--- src/rtl/isl_gen_pkg.sv ---
// Shared types and constants for the synthetic ISL51002-style stream generator.
package isl_gen_pkg;

  // Test-pattern encodings on pattern_sel.
  typedef enum logic [1:0] {
    PAT_GRAY    = 2'd0,
    PAT_BARS    = 2'd1,
    PAT_CHECKER = 2'd2,
    PAT_RAMP    = 2'd3
  } pattern_e;

  typedef struct packed {
    logic [7:0] r;
    logic [7:0] g;
    logic [7:0] b;
  } rgb_t;

  // Smallest timing the counters are allowed to run with.
  localparam int unsigned HTOTAL_MIN = 16;
  localparam int unsigned VTOTAL_MIN = 4;

  localparam logic [7:0] GRAY_LEVEL = 8'h80;

  // Colour-bar constants, full-scale per channel.
  localparam rgb_t RGB_WHITE   = 24'hFFFFFF;
  localparam rgb_t RGB_YELLOW  = 24'hFFFF00;
  localparam rgb_t RGB_CYAN    = 24'h00FFFF;
  localparam rgb_t RGB_GREEN   = 24'h00FF00;
  localparam rgb_t RGB_MAGENTA = 24'hFF00FF;
  localparam rgb_t RGB_RED     = 24'hFF0000;
  localparam rgb_t RGB_BLUE    = 24'h0000FF;
  localparam rgb_t RGB_BLACK   = 24'h000000;

  // Bar index 0..7 maps to the standard bar order; anything past the 8th bar is black.
  function automatic rgb_t bar_color(input logic [3:0] idx);
    case (idx)
      4'd0:    return RGB_WHITE;
      4'd1:    return RGB_YELLOW;
      4'd2:    return RGB_CYAN;
      4'd3:    return RGB_GREEN;
      4'd4:    return RGB_MAGENTA;
      4'd5:    return RGB_RED;
      4'd6:    return RGB_BLUE;
      default: return RGB_BLACK;
    endcase
  endfunction

endpackage

--- src/rtl/isl_stream_gen_if.sv ---
// Video output bus of the stream generator: pixel data, syncs, DE, field ID, frame marker.
interface isl_stream_gen_if;
  logic [7:0] R_o;
  logic [7:0] G_o;
  logic [7:0] B_o;
  logic       HSYNC_o;
  logic       VSYNC_o;
  logic       DE_o;
  logic       FID_o;
  logic       frame_start_o;

  modport master (
    output R_o, G_o, B_o, HSYNC_o, VSYNC_o, DE_o, FID_o, frame_start_o
  );

  modport slave (
    input R_o, G_o, B_o, HSYNC_o, VSYNC_o, DE_o, FID_o, frame_start_o
  );
endinterface

--- src/rtl/isl_gen_pattern.sv ---
// Test-pattern source: registered active-pixel/line indices and bar tracker,
// plus a combinational lookup giving the pixel for the current counter position.
module isl_gen_pattern
  import isl_gen_pkg::*;
#(
  parameter int H_W = 12,
  parameter int V_W = 11
) (
  input  logic           ISL_PCLK_i,
  input  logic           sys_reset_n,
  input  logic           run_i,
  input  logic           line_end_i,
  input  logic           field_end_i,
  input  logic           h_act_i,
  input  logic           v_act_i,
  input  logic [H_W-1:0] hactive_i,
  input  pattern_e       pattern_sel_i,
  output rgb_t           pix_o
);

  logic [H_W-1:0] x_q, x_d;
  logic [V_W-1:0] y_q, y_d;
  logic [3:0]     bar_idx_q, bar_idx_d;
  logic [H_W-1:0] bar_cnt_q, bar_cnt_d;
  logic [H_W-1:0] bar_w;

  // Bars are hactive/8 wide; counted pixel by pixel so no divider is needed.
  assign bar_w = hactive_i >> 3;

  // Next-state of the pixel/line indices and of the bar tracker.
  always_comb begin
    // NOTE: every signal gets a default before any branch so no latch is inferred.
    x_d       = '0;
    bar_idx_d = '0;
    bar_cnt_d = '0;
    y_d       = y_q;
    if (run_i && h_act_i && !line_end_i) begin
      x_d = x_q + H_W'(1);
      if (bar_cnt_q + H_W'(1) >= bar_w) begin
        bar_cnt_d = '0;
        bar_idx_d = (bar_idx_q == 4'd8) ? 4'd8 : bar_idx_q + 4'd1;
      end else begin
        bar_cnt_d = bar_cnt_q + H_W'(1);
        bar_idx_d = bar_idx_q;
      end
    end
    if (!run_i || field_end_i) begin
      y_d = '0;
    end else if (line_end_i) begin
      y_d = v_act_i ? y_q + V_W'(1) : '0;
    end
  end

  // Index registers advance in lock-step with the timing counters.
  always_ff @(posedge ISL_PCLK_i or negedge sys_reset_n) begin
    // NOTE: state registers use non-blocking assignment so every flop samples pre-edge values.
    if (!sys_reset_n) begin
      x_q       <= '0;
      y_q       <= '0;
      bar_idx_q <= '0;
      bar_cnt_q <= '0;
    end else begin
      x_q       <= x_d;
      y_q       <= y_d;
      bar_idx_q <= bar_idx_d;
      bar_cnt_q <= bar_cnt_d;
    end
  end

  // Pattern lookup from the current indices; DE gating happens in the top.
  always_comb begin
    pix_o = RGB_BLACK;
    case (pattern_sel_i)
      PAT_GRAY:    pix_o = {GRAY_LEVEL, GRAY_LEVEL, GRAY_LEVEL};
      PAT_BARS:    pix_o = (bar_w == '0) ? RGB_BLACK : bar_color(bar_idx_q);
      PAT_CHECKER: pix_o = (x_q[4] ^ y_q[4]) ? RGB_WHITE : RGB_BLACK;
      PAT_RAMP:    pix_o = {x_q[7:0], x_q[7:0], x_q[7:0]};
      default:     pix_o = RGB_BLACK;
    endcase
  end

endmodule

--- src/rtl/isl_stream_gen.sv ---
// Synthetic ISL51002-style digitizer output: programmable H/V timing, sync polarity,
// progressive or interlaced scan and built-in test patterns, all outputs registered.
module isl_stream_gen
  import isl_gen_pkg::*;
#(
  parameter int H_W = 12,
  parameter int V_W = 11
) (
  input  logic           ISL_PCLK_i,
  input  logic           sys_reset_n,
  input  logic           enable,
  input  logic [H_W-1:0] htotal,
  input  logic [H_W-1:0] hactive,
  input  logic [H_W-1:0] hsync_w,
  input  logic [H_W-1:0] hbp,
  input  logic [V_W-1:0] vtotal,
  input  logic [V_W-1:0] vactive,
  input  logic [V_W-1:0] vsync_w,
  input  logic [V_W-1:0] vbp,
  input  logic           interlace,
  input  logic           hs_pol,
  input  logic           vs_pol,
  input  logic [1:0]     pattern_sel,
  isl_stream_gen_if.master vid
);

  // Shadow copy of the configuration, stable for a whole frame.
  logic [H_W-1:0] htotal_q, hactive_q, hsync_w_q, hbp_q;
  logic [V_W-1:0] vtotal_q, vactive_q, vsync_w_q, vbp_q;
  logic           interlace_q, hs_pol_q, vs_pol_q;
  pattern_e       pattern_sel_q;

  logic           enable_q;
  logic [H_W-1:0] h_q, h_d;
  logic [V_W-1:0] v_q, v_d;
  logic           field_q, field_d;

  rgb_t           rgb_q;
  logic           hsync_q, vsync_q, de_q, fid_q, frame_start_q;

  logic           run, latch_cfg;
  logic [H_W-1:0] htot, half_line;
  logic [V_W-1:0] vtot, vlines;
  logic           line_end, field_end, frame_end;
  logic [H_W+1:0] hstart, hend;
  logic [V_W+1:0] vstart, vend;
  logic           h_de, v_de, hs_act, vs_act;
  rgb_t           pix;

  // Enable must be high on two consecutive edges: the first one latches the config.
  assign run       = enable && enable_q;
  assign htot      = (htotal_q < H_W'(HTOTAL_MIN)) ? H_W'(HTOTAL_MIN) : htotal_q;
  assign vtot      = (vtotal_q < V_W'(VTOTAL_MIN)) ? V_W'(VTOTAL_MIN) : vtotal_q;
  assign half_line = htot >> 1;
  // Field 0 takes the odd line of an odd frame.
  assign vlines    = !interlace_q ? vtot
                   : field_q      ? (vtot >> 1)
                   :                (vtot >> 1) + V_W'(vtot[0]);
  assign line_end  = (h_q == htot - H_W'(1));
  assign field_end = line_end && (v_q == vlines - V_W'(1));
  assign frame_end = field_end && (!interlace_q || field_q);
  assign latch_cfg = (enable && !enable_q) || (run && frame_end);

  assign hstart = {2'b00, hsync_w_q} + {2'b00, hbp_q};
  assign hend   = hstart + {2'b00, hactive_q};
  assign vstart = {2'b00, vsync_w_q} + {2'b00, vbp_q};
  assign vend   = vstart + {2'b00, vactive_q};
  // h never reaches htot, so the active window is clipped there automatically.
  assign h_de   = ({2'b00, h_q} >= hstart) && ({2'b00, h_q} < hend);
  assign v_de   = ({2'b00, v_q} >= vstart) && ({2'b00, v_q} < vend);
  assign hs_act = (h_q < hsync_w_q);

  // Field 1 vertical sync spans (0, htot/2) .. (vsync_w, htot/2): the half-line offset.
  always_comb begin
    vs_act = (v_q < vsync_w_q);
    if (field_q) begin
      vs_act = ((v_q != '0) || (h_q >= half_line)) &&
               ((v_q < vsync_w_q) || ((v_q == vsync_w_q) && (h_q < half_line)));
    end
  end

  // Pixel/line/field counter next-state.
  always_comb begin
    h_d     = h_q + H_W'(1);
    v_d     = v_q;
    field_d = field_q;
    if (!run) begin
      h_d     = '0;
      v_d     = '0;
      field_d = 1'b0;
    end else if (line_end) begin
      h_d = '0;
      if (field_end) begin
        v_d     = '0;
        field_d = interlace_q & ~field_q;
      end else begin
        v_d = v_q + V_W'(1);
      end
    end
  end

  // Shadow config capture on enable rise and on the last pixel of every frame.
  always_ff @(posedge ISL_PCLK_i or negedge sys_reset_n) begin
    // NOTE: the shadow registers are reset too, so timing is defined before the first enable.
    if (!sys_reset_n) begin
      htotal_q      <= '0;
      hactive_q     <= '0;
      hsync_w_q     <= '0;
      hbp_q         <= '0;
      vtotal_q      <= '0;
      vactive_q     <= '0;
      vsync_w_q     <= '0;
      vbp_q         <= '0;
      interlace_q   <= 1'b0;
      hs_pol_q      <= 1'b0;
      vs_pol_q      <= 1'b0;
      pattern_sel_q <= PAT_GRAY;
    end else if (latch_cfg) begin
      htotal_q      <= htotal;
      hactive_q     <= hactive;
      hsync_w_q     <= hsync_w;
      hbp_q         <= hbp;
      vtotal_q      <= vtotal;
      vactive_q     <= vactive;
      vsync_w_q     <= vsync_w;
      vbp_q         <= vbp;
      interlace_q   <= interlace;
      hs_pol_q      <= hs_pol;
      vs_pol_q      <= vs_pol;
      pattern_sel_q <= pattern_e'(pattern_sel);
    end
  end

  // Enable history and timing counters.
  always_ff @(posedge ISL_PCLK_i or negedge sys_reset_n) begin
    if (!sys_reset_n) begin
      enable_q <= 1'b0;
      h_q      <= '0;
      v_q      <= '0;
      field_q  <= 1'b0;
    end else begin
      enable_q <= enable;
      h_q      <= h_d;
      v_q      <= v_d;
      field_q  <= field_d;
    end
  end

  isl_gen_pattern #(
    .H_W (H_W),
    .V_W (V_W)
  ) u_pattern (
    .ISL_PCLK_i    (ISL_PCLK_i),
    .sys_reset_n   (sys_reset_n),
    .run_i         (run),
    .line_end_i    (line_end),
    .field_end_i   (field_end),
    .h_act_i       (h_de),
    .v_act_i       (v_de),
    .hactive_i     (hactive_q),
    .pattern_sel_i (pattern_sel_q),
    .pix_o         (pix)
  );

  // Output stage: one register between counter state and the pins for every signal.
  always_ff @(posedge ISL_PCLK_i or negedge sys_reset_n) begin
    if (!sys_reset_n) begin
      rgb_q         <= RGB_BLACK;
      hsync_q       <= 1'b0;
      vsync_q       <= 1'b0;
      de_q          <= 1'b0;
      fid_q         <= 1'b0;
      frame_start_q <= 1'b0;
    end else if (run) begin
      rgb_q         <= (h_de && v_de) ? pix : RGB_BLACK;
      hsync_q       <= hs_act ? hs_pol_q : ~hs_pol_q;
      vsync_q       <= vs_act ? vs_pol_q : ~vs_pol_q;
      de_q          <= h_de && v_de;
      fid_q         <= field_q;
      frame_start_q <= (h_q == '0) && (v_q == '0) && !field_q;
    end else begin
      // Idle: syncs follow the live polarity inputs so the line sits inactive.
      rgb_q         <= RGB_BLACK;
      hsync_q       <= ~hs_pol;
      vsync_q       <= ~vs_pol;
      de_q          <= 1'b0;
      fid_q         <= 1'b0;
      frame_start_q <= 1'b0;
    end
  end

  assign vid.R_o           = rgb_q.r;
  assign vid.G_o           = rgb_q.g;
  assign vid.B_o           = rgb_q.b;
  assign vid.HSYNC_o       = hsync_q;
  assign vid.VSYNC_o       = vsync_q;
  assign vid.DE_o          = de_q;
  assign vid.FID_o         = fid_q;
  assign vid.frame_start_o = frame_start_q;

endmodule

--- src/flat_wrapper.sv ---
// flat-port wrapper written by rule: the top's interface ports become plain ports
module isl_stream_gen_flat import isl_gen_pkg::*;
#(
  parameter int H_W = 12,
  parameter int V_W = 11
)
  (ISL_PCLK_i, sys_reset_n, enable, htotal, hactive, hsync_w, hbp, vtotal, vactive, vsync_w, vbp, interlace, hs_pol, vs_pol, pattern_sel, vid_R_o, vid_G_o, vid_B_o, vid_HSYNC_o, vid_VSYNC_o, vid_DE_o, vid_FID_o, vid_frame_start_o);
  isl_stream_gen_if vid_i ();
  input  logic ISL_PCLK_i;
  input  logic sys_reset_n;
  input  logic enable;
  input  logic [H_W-1:0] htotal;
  input  logic [H_W-1:0] hactive;
  input  logic [H_W-1:0] hsync_w;
  input  logic [H_W-1:0] hbp;
  input  logic [V_W-1:0] vtotal;
  input  logic [V_W-1:0] vactive;
  input  logic [V_W-1:0] vsync_w;
  input  logic [V_W-1:0] vbp;
  input  logic interlace;
  input  logic hs_pol;
  input  logic vs_pol;
  input  logic [1:0] pattern_sel;
  output wire logic [$bits(vid_i.R_o)-1:0] vid_R_o;
  output wire logic [$bits(vid_i.G_o)-1:0] vid_G_o;
  output wire logic [$bits(vid_i.B_o)-1:0] vid_B_o;
  output wire logic [$bits(vid_i.HSYNC_o)-1:0] vid_HSYNC_o;
  output wire logic [$bits(vid_i.VSYNC_o)-1:0] vid_VSYNC_o;
  output wire logic [$bits(vid_i.DE_o)-1:0] vid_DE_o;
  output wire logic [$bits(vid_i.FID_o)-1:0] vid_FID_o;
  output wire logic [$bits(vid_i.frame_start_o)-1:0] vid_frame_start_o;
  assign vid_R_o = vid_i.R_o;
  assign vid_G_o = vid_i.G_o;
  assign vid_B_o = vid_i.B_o;
  assign vid_HSYNC_o = vid_i.HSYNC_o;
  assign vid_VSYNC_o = vid_i.VSYNC_o;
  assign vid_DE_o = vid_i.DE_o;
  assign vid_FID_o = vid_i.FID_o;
  assign vid_frame_start_o = vid_i.frame_start_o;
  isl_stream_gen #(.H_W(H_W), .V_W(V_W)) u_core (.ISL_PCLK_i(ISL_PCLK_i), .sys_reset_n(sys_reset_n), .enable(enable), .htotal(htotal), .hactive(hactive), .hsync_w(hsync_w), .hbp(hbp), .vtotal(vtotal), .vactive(vactive), .vsync_w(vsync_w), .vbp(vbp), .interlace(interlace), .hs_pol(hs_pol), .vs_pol(vs_pol), .pattern_sel(pattern_sel), .vid(vid_i));
endmodule
--- config.mk ---
export PLATFORM = sky130hd
export DESIGN_NAME = isl_stream_gen_flat
export DESIGN_NICKNAME = d
export VERILOG_FILES = /design/src/rtl/isl_gen_pkg.sv /design/src/rtl/isl_stream_gen_if.sv /design/src/rtl/isl_gen_pattern.sv /design/src/rtl/isl_stream_gen.sv /design/src/flat_wrapper.sv
export SDC_FILE = /design/constraint.sdc
export NUM_CORES = 1
export LEC_CHECK = 0
export CORE_ASPECT_RATIO = 0.6
export CORE_MARGIN = 2
export CORE_UTILIZATION = 58
export CTS_CLUSTER_DIAMETER = 120
export DETAILED_ROUTE_END_ITERATION = 8
export GPL_ROUTABILITY_DRIVEN = 1
export PLACE_DENSITY = 0.89
export SYNTH_ARGS = -nofsm -noshare
export SYNTH_HDL_FRONTEND = slang
export SYNTH_SLANG_ARGS = --single-unit
--- constraint.sdc ---
create_clock -name ISL_PCLK_i -period 5.7 [get_ports ISL_PCLK_i]
set_input_delay 1.425 -clock ISL_PCLK_i [delete_from_list [all_inputs] [get_ports ISL_PCLK_i]]
set_output_delay 1.425 -clock ISL_PCLK_i [all_outputs]
set_load 0.05 [all_outputs]
Word level (Yosys, flattened, before mapping)

Index checks and enable logic that the tools add are counted.

Muxes and demuxes: 35
Add/subtract/negate cells: 13
Eq/ne operators: 16
Shift operators: 0
Bitwise gates (word level): 7
Div/mod/pow operators: 0
$lt $le $gt $ge: 11
Reduce and logical (&&, ||, !) cells: 32
Multiply operators: 0

Operator list:

| cell                                                 | count |
|---|---|
| one-hot mux 24 bit (7 select lines)                  | 1 |
| two-way mux 11 bit                                   | 9 |
| two-way mux 24 bit                                   | 4 |
| one-hot mux 24 bit (4 select lines)                  | 1 |
| two-way mux 12 bit                                   | 6 |
| adder 12 x 1 -> 12 bit (second input constant)       | 3 |
| logical NOT 12 bit                                   | 2 |
| adder 11 x 1 -> 11 bit (second input constant)       | 2 |
| equality test 11 bit                                 | 2 |
| adder 14 x 12 -> 14 bit                              | 1 |
| greater-or-equal comparator 12 x 14 -> 1 bit         | 1 |
| logical AND 1 bit                                    | 14 |
| less-than comparator 12 x 14 -> 1 bit                | 1 |
| adder 12 x 12 -> 13 bit                              | 1 |
| adder 13 x 11 -> 13 bit                              | 1 |
| greater-or-equal comparator 11 x 13 -> 1 bit         | 1 |
| less-than comparator 11 x 13 -> 1 bit                | 1 |
| adder 11 x 11 -> 12 bit                              | 1 |
| equality test 12 bit                                 | 1 |
| equality test 4 x 3 -> 1 bit (second input constant) | 3 |
| greater-or-equal comparator 12 x 11 -> 1 bit         | 1 |
| greater-or-equal comparator 12 x 9 -> 1 bit          | 1 |
| less-than comparator 12 x 11 -> 1 bit                | 1 |
| less-than comparator 12 bit                          | 1 |
| 27 further kinds                                     | 54 |

Bits in writable memories: 0
Bits in latches: 0
Bits of input ports: 100
Word-level logic and storage cells: 142
Output and inout bits: 29
Register bits after elaboration: 190
Memory bits (read-only): 0
Memories: 0

Depth between registers and ports, before layout

Depth after elaboration: 11
Depth in mapped cells: 26
Mapped depth without buffers: 25

Hierarchy

A second synthesis with hierarchy kept.

Cell total of the unflattened synthesis: 1355
Area total of the unflattened synthesis: 12608.3 sq um

By module, submodules not included:

| module          | cells an instance | area an instance (sq um) | seq. area each (sq um) | times used |
|---|---|---|---|---|
| isl_stream_gen  | 1132              | 10724.0                  | 3778.6                 | 1 |
| isl_gen_pattern | 223               | 1884.3                   | 725.7                  | 1 |

Least setup slack after synthesis

Ideal clock, no wire load.

Path kind: reg-to-reg
Start: register u_core.hbp_q[0]
End: register u_core.rgb_q, in the netlist u_core.vid.R_o[6]
Library setup time: 80 ps
Path slack: 564 ps
Path buffers: 1
Required time: 5620 ps
Stages on the path, launching flop included: 25
Arrival time: 5057 ps
Period minus slack after synthesis: 5136 ps
Cell sequence: dfrtp_1 > ha_1 > fa_1 > a21o_1 > a21oi_1 > o21bai_1 > a21oi_1 > o21bai_1 > a21oi_1 > nor2b_1 > o21a_1 > nor2_1 > xnor2_1 > ha_1 > o41a_1 > xnor2_1 > ha_1 > a211oi_1 > nand2_1 > a211oi_1 > nor3_1 > a2111oi_0 > nand3b_1 > clkbuf_1 > a21oi_1

Word-level cells in the longest chain between the ends: 7
Elaborated cells between the ends (all ways): 8
Those cells by class: 2 x add/sub; 2 x order compare; 2 x mux; 2 x reduce/logical

Ends and longest elaborated chain:

| item                                  | line                  | RTL |
|---|---|---|
| start, declared                       | isl_stream_gen.sv:28  | `logic [H_W-1:0] htotal_q, hactive_q, hsync_w_q, hbp_q;` |
| start signal, assigned                | isl_stream_gen.sv:122 | `hbp_q <= hbp;` |
| adder 12 x 12 -> 13 bit (*)           | isl_stream_gen.sv:64  | `assign hstart = {2'b00, hsync_w_q} + {2'b00, hbp_q};` |
| adder 14 x 12 -> 14 bit               | isl_stream_gen.sv:65  | `assign hend = hstart + {2'b00, hactive_q};` |
| less-than comparator 12 x 14 -> 1 bit | isl_stream_gen.sv:69  | `assign h_de = ({2'b00, h_q} >= hstart) && ({2'b00, h_q} < hend);` |
| logical AND 1 bit (*)                 | isl_stream_gen.sv:69  |  |
| logical AND 1 bit (*)                 | isl_stream_gen.sv:175 | `rgb_q <= (h_de && v_de) ? pix : RGB_BLACK;` |
| two-way mux 24 bit (*)                | isl_stream_gen.sv:175 |  |
| two-way mux 24 bit (*)                | isl_stream_gen.sv:174 | `end else if (run) begin` |
| end signal, assigned                  | isl_stream_gen.sv:175 |  |
| end, declared                         | isl_stream_gen.sv:38  | `rgb_t rgb_q;` |

Every way passes the cells marked *; elsewhere a longest branch is shown, timed or not.
A chain may end at the register's enable or synchronous reset.

Worst setup path in the final report

Start: register u_core.hbp_q[0]
End: register u_core.u_pattern.bar_cnt_q[5]

Word-level cells in the longest chain between the ends: 7
Elaborated cells between the ends (all ways): 8
Those cells by class: 2 x add/sub; 2 x order compare; 1 x mux; 3 x reduce/logical

Ends and longest elaborated chain:

| item                                  | line                  | RTL |
|---|---|---|
| adder 12 x 12 -> 13 bit (*)           | isl_stream_gen.sv:64  |  |
| adder 14 x 12 -> 14 bit               | isl_stream_gen.sv:65  |  |
| less-than comparator 12 x 14 -> 1 bit | isl_stream_gen.sv:69  |  |
| logical AND 1 bit (*)                 | isl_stream_gen.sv:69  |  |
| logical AND 1 bit (*) (2 in a row)    | isl_gen_pattern.sv:37 | `if (run_i && h_act_i && !line_end_i) begin` |
| two-way mux 12 bit (*)                | isl_gen_pattern.sv:37 |  |
| net u_core.u_pattern.bar_cnt_d[5]     | isl_gen_pattern.sv:24 | `logic [H_W-1:0] bar_cnt_q, bar_cnt_d;` |
| end signal, assigned                  | isl_gen_pattern.sv:66 | `bar_cnt_q <= bar_cnt_d;` |
| end, declared                         | isl_gen_pattern.sv:24 |  |

The timed path passes the listed nets; every way through them passes the cells marked *.

==> summary.txt <==
Synthesis
  – Cells after synthesis: 1,277
  – Avg Synthesized Cell Area: 9.89 um^2
  – Top cell type's share of synthesized area: 0.357
  – Register area share after synthesis: 0.357
  – Post-synthesis cell area: between 10,000 and 15,000 um^2
  – EDFF count, synth: 0
  – Yosys cell types: between 70 and 80
  – Top cells by area, synth: dfrtp_1 (36%), ha_1 (15%), mux2_2 (6.3%), a21oi_1 (3.7%), xor2_1 (3.7%)
  – Synth Flop Type: dfrtp_1
  – Syn. warnings: 0
  – Seq cells post-synth: 180
  – Cell taking the most area after synthesis: dfrtp_1
  – Async set-reset flop share out of synthesis: 1.00

Setup path
  – Setup CP Type: flop to flop
  – Critical Path, Cell by Cell: ha_1 > fa_1 > a21o_1 > a21oi_2 > o21bai_1 > a21oi_2 > o21bai_1 > a21oi_2 > nor2b_1 > o21a_1 > nor2_2 > xnor2_1 > ha_1 > o41a_1 > xnor2_1 > ha_1 > a211oi_1 > nand2_1 > a211oi_1 > nor3_1 > a2111oi_2 > nand3_1 > buf_4 > nor3b_1
  – Max FO, Critical Path: 21
  – Arrival @ worst endpoint: 5750 ps
  – Crit. End Element: flop
  – Delay-heaviest family, CP: compound AO/OA/AOI/OAI gates
  – R2R cell count: 24
  – Worst Setup Start Kind: flop
  – Reg-to-reg setup timing slack: 290 ps
  – Slowest library cell on the worst path: o41a_1
  – Crit path buf inv count: 1
  – R2r endpoint: u_core.u_pattern.bar_cnt_q[5]
  – CP max stage delay: 440 ps
  – WP data required: 6040 ps
  – Worst R2R Start: u_core.hbp_q[0]

Die
  – # IOs: 129
  – Initial Util: 0.596
  – Die Y: 118 um
  – Die width: 194 um
  – Row count: 41
  – Area of the die: 23,000 um^2
  – Core area: 21,200 um^2

STA
  – Final hold slack: approximately 500 ps
  – Setup Total Neg Slack: 0 ps
  – Maximum clock rate: between 150 and 200 MHz
  – Setup violators final: 0
  – Fin. max-slew vios: 0
  – Max-slew headroom: 0.156
  – Final period util: 0.948
  – Fin crit period: 5410 ps
  – Clock skew: between 10 and 15 ps
  – Worst-margin pin slew: 1260 ps
  – Final Hold Viols: 0

Clock tree
  – CTS max path bufs: 2
  – Post-CTS Setup Inserts: 0
  – Number of CTS-inserted buffers: 17
  – H-tree levels: 4
  – CTS sink count: 180
  – CTS Root Buffer Type: clkbuf_16
  – CTS tree: done
  – Worst-skew pair later-pin latency: 450 ps
  – Reg clk slew, reported paths: 70 ps

Route
  – Final ANT Viol Nets: 0
  – Wire per inst: 18.1 um
  – Met3 routed WL: 2.36 mm
  – First drt pass iteration count: 8
  – Met2 wire len: 13.3 mm
  – Initial drt markers: 860
  – DR vias: 10,200
  – M1 wire length: 14.2 mm
  – Residual DRC count: 22
  – DR top layer: met4
  – Routed wire length: 30.6 mm
  – Vias per cell: just over 6

Power and ir drop
  – Worst VDD drop: 0.000226 V
  – P per Cell Area: 316 nW/um^2
  – Pleak: 6.94 nW

GRT
  – Grt ovf: 0
  – Gr usage total: 0.271
  – Vias in the first global route: approximately 10,000
  – Pin count of the biggest net entering global routing: 98
  – First-pass GRT wire length: between 40 and 50 mm
  – Initial antenna violation count: 1

Finish
  – Final core occ: 0.697
  – Share of layout cells above drive strength 1: 0.0964
  – Non-filler cells, final: 1,691
  – Synth-to-layout area growth: 16.9%
  – Cell area after layout: 14,800 um^2
  – Nets: 1,650

Min path
  – Hold EP: u_core.vbp_q[3]
  – Worst hold start: u_core.vbp_q[3]
  – Hold depth: 1
  – Tightest Hold Check Type: flop to flop

Flow run
  – Max-cap viol count: 0

Place
  – DP HPWL: 23.0 mm
  – Routability cong.: 0.906
  – Placed Cells: ~1,700
  – Port Buffer Count: 128
  – DP Area: 14,200 um^2

Outcome
  – Failing checks: DRC
  – Outcome: finished with violations
state kept, by name (all words and copies together) (netlist names), 2 cells and up:
register and cells:
u_core.h_q 12, u_core.vactive_q 11, u_core.vtotal_q 11, u_core.vid.G_o 8, u_core.u_pattern.y_q 5, u_core.hsync_w_q 12, u_core.vid.R_o 8, u_core.hactive_q 12
u_core.vsync_w_q 11, u_core.vbp_q 11, u_core.htotal_q 12, u_core.vid.B_o 8, u_core.pattern_sel_q 2, u_core.v_q 11, u_core.u_pattern.bar_idx_q 4, u_core.u_pattern.bar_cnt_q 12
u_core.u_pattern.x_q 8, u_core.hbp_q 12
metrics by stage:
step	worst slack, ps	power (mW)
global placement	312	3.36
detailed placement	-84.0	3.47
floorplan	564	2.95
finish	294	4.67
global route	-74.8	5.00
CTS	51.1	4.64
power breakdown:
group	leakage (nW)	switching (mW)	internal [mW]	total (mW)
sequential	2.28	0.128	1.38	1.51
combinational	4.39	1.10	0.900	2.00
clock	0.275	0.535	0.617	1.15
layer usage:
layer,track usage,up-vias
met3,0.0525,62
li1,-,4825
met5,0,-
met2,0.409,383
met4,0.0837,0
met1,0.394,4965
cell usage after synthesis, types with 38 or more instances:
cell and count:
a21o_1 38, a21oi_1 93, dfrtp_1 180, ha_1 147
inv_1 100, mux2_2 71, nand2_1 50, nand3_1 45
nor2_1 71, o21ai_0 44, xnor2_1 50, xor2_1 53
layout by cell type (no fill, tap or decap), types with 25 or more instances in the layout:
cell type	synthesis	final
mux2_1	30	30
mux2_2	71	71
and3_1	25	25
a21o_1	38	38
xor2_1	53	53
nand2_1	50	50
inv_1	100	100
dfrtp_1	180	180
nor2_1	71	70
nand3_1	45	45
clkdlybuf4s50_1	0	127
o21ai_0	44	43
xnor2_1	50	50
a21oi_1	93	90
ha_1	147	147
cell families (layout without fill, tap and decap cells):
kind of cell / after synthesis / after routing / share of synthesized area
xor gates and xnor gates: 103 / 103 / 0.0715
adders and majority gates: 151 / 151 / 0.152
and+or+nand+nor: 339 / 339 / 0.145
other: 1 / 4 / 0.000297
muxes: 110 / 110 / 0.0972
AOI/OAI and AO/OA: 255 / 255 / 0.130
DFF: 180 / 180 / 0.357
buffers and inverters: 138 / 270 / 0.0474
final cells by class:
class / count / area (um^2)
Multi-Input combinational cell: 961 / 7580
Fill cell: 1563 / 6420
Sequential cell: 180 / 4500
Timing Repair Buffer: 139 / 1390
Clock buffer: 18 / 439
Inverter: 100 / 375
Tap cell: 279 / 349
Clock inverter: 13 / 124
Antenna cell: 1 / 2.50
worst reg2reg max path: stages, from the launching register on:
cell       delay (ps)
dfrtp_1           390
ha_1              240
fa_1              420
a21o_1            230
a21oi_2           180
o21bai_1           90
a21oi_2           180
o21bai_1          120
a21oi_2           210
nor2b_1            90
o21a_1            190
nor2_2            130
xnor2_1           100
ha_1              240
o41a_1            440
xnor2_1           130
ha_1              280
a211oi_1          250
nand2_1           110
a211oi_1          230
nor3_1            100
a2111oi_2         360
nand3_1           130
buf_4             230
nor3b_1           220
what timing repair did:
item / CTS / global route
endpoints found under the setup margin: 33 / 144
pin swaps: 0 / 1
gates resized for setup: 2 / 9
hold buffers: 0 / 0
how the worst max path moves through the flow:
stage                                   start                       endpoint  cells after the start
after floorplan               u_core.hbp_q[0]              u_core.vid.R_o[6]                     24
after global placement    u_core.hsync_w_q[0]  u_core.u_pattern.bar_cnt_q[6]                     24
after detailed placement      u_core.hbp_q[0]  u_core.u_pattern.bar_cnt_q[7]                     24
after CTS                     u_core.hbp_q[0]  u_core.u_pattern.bar_cnt_q[7]                     24
after global routing          u_core.hbp_q[0]  u_core.u_pattern.bar_cnt_q[3]                     24
final                         u_core.hbp_q[0]  u_core.u_pattern.bar_cnt_q[5]                     24
(Power assumes the default switching activity.)
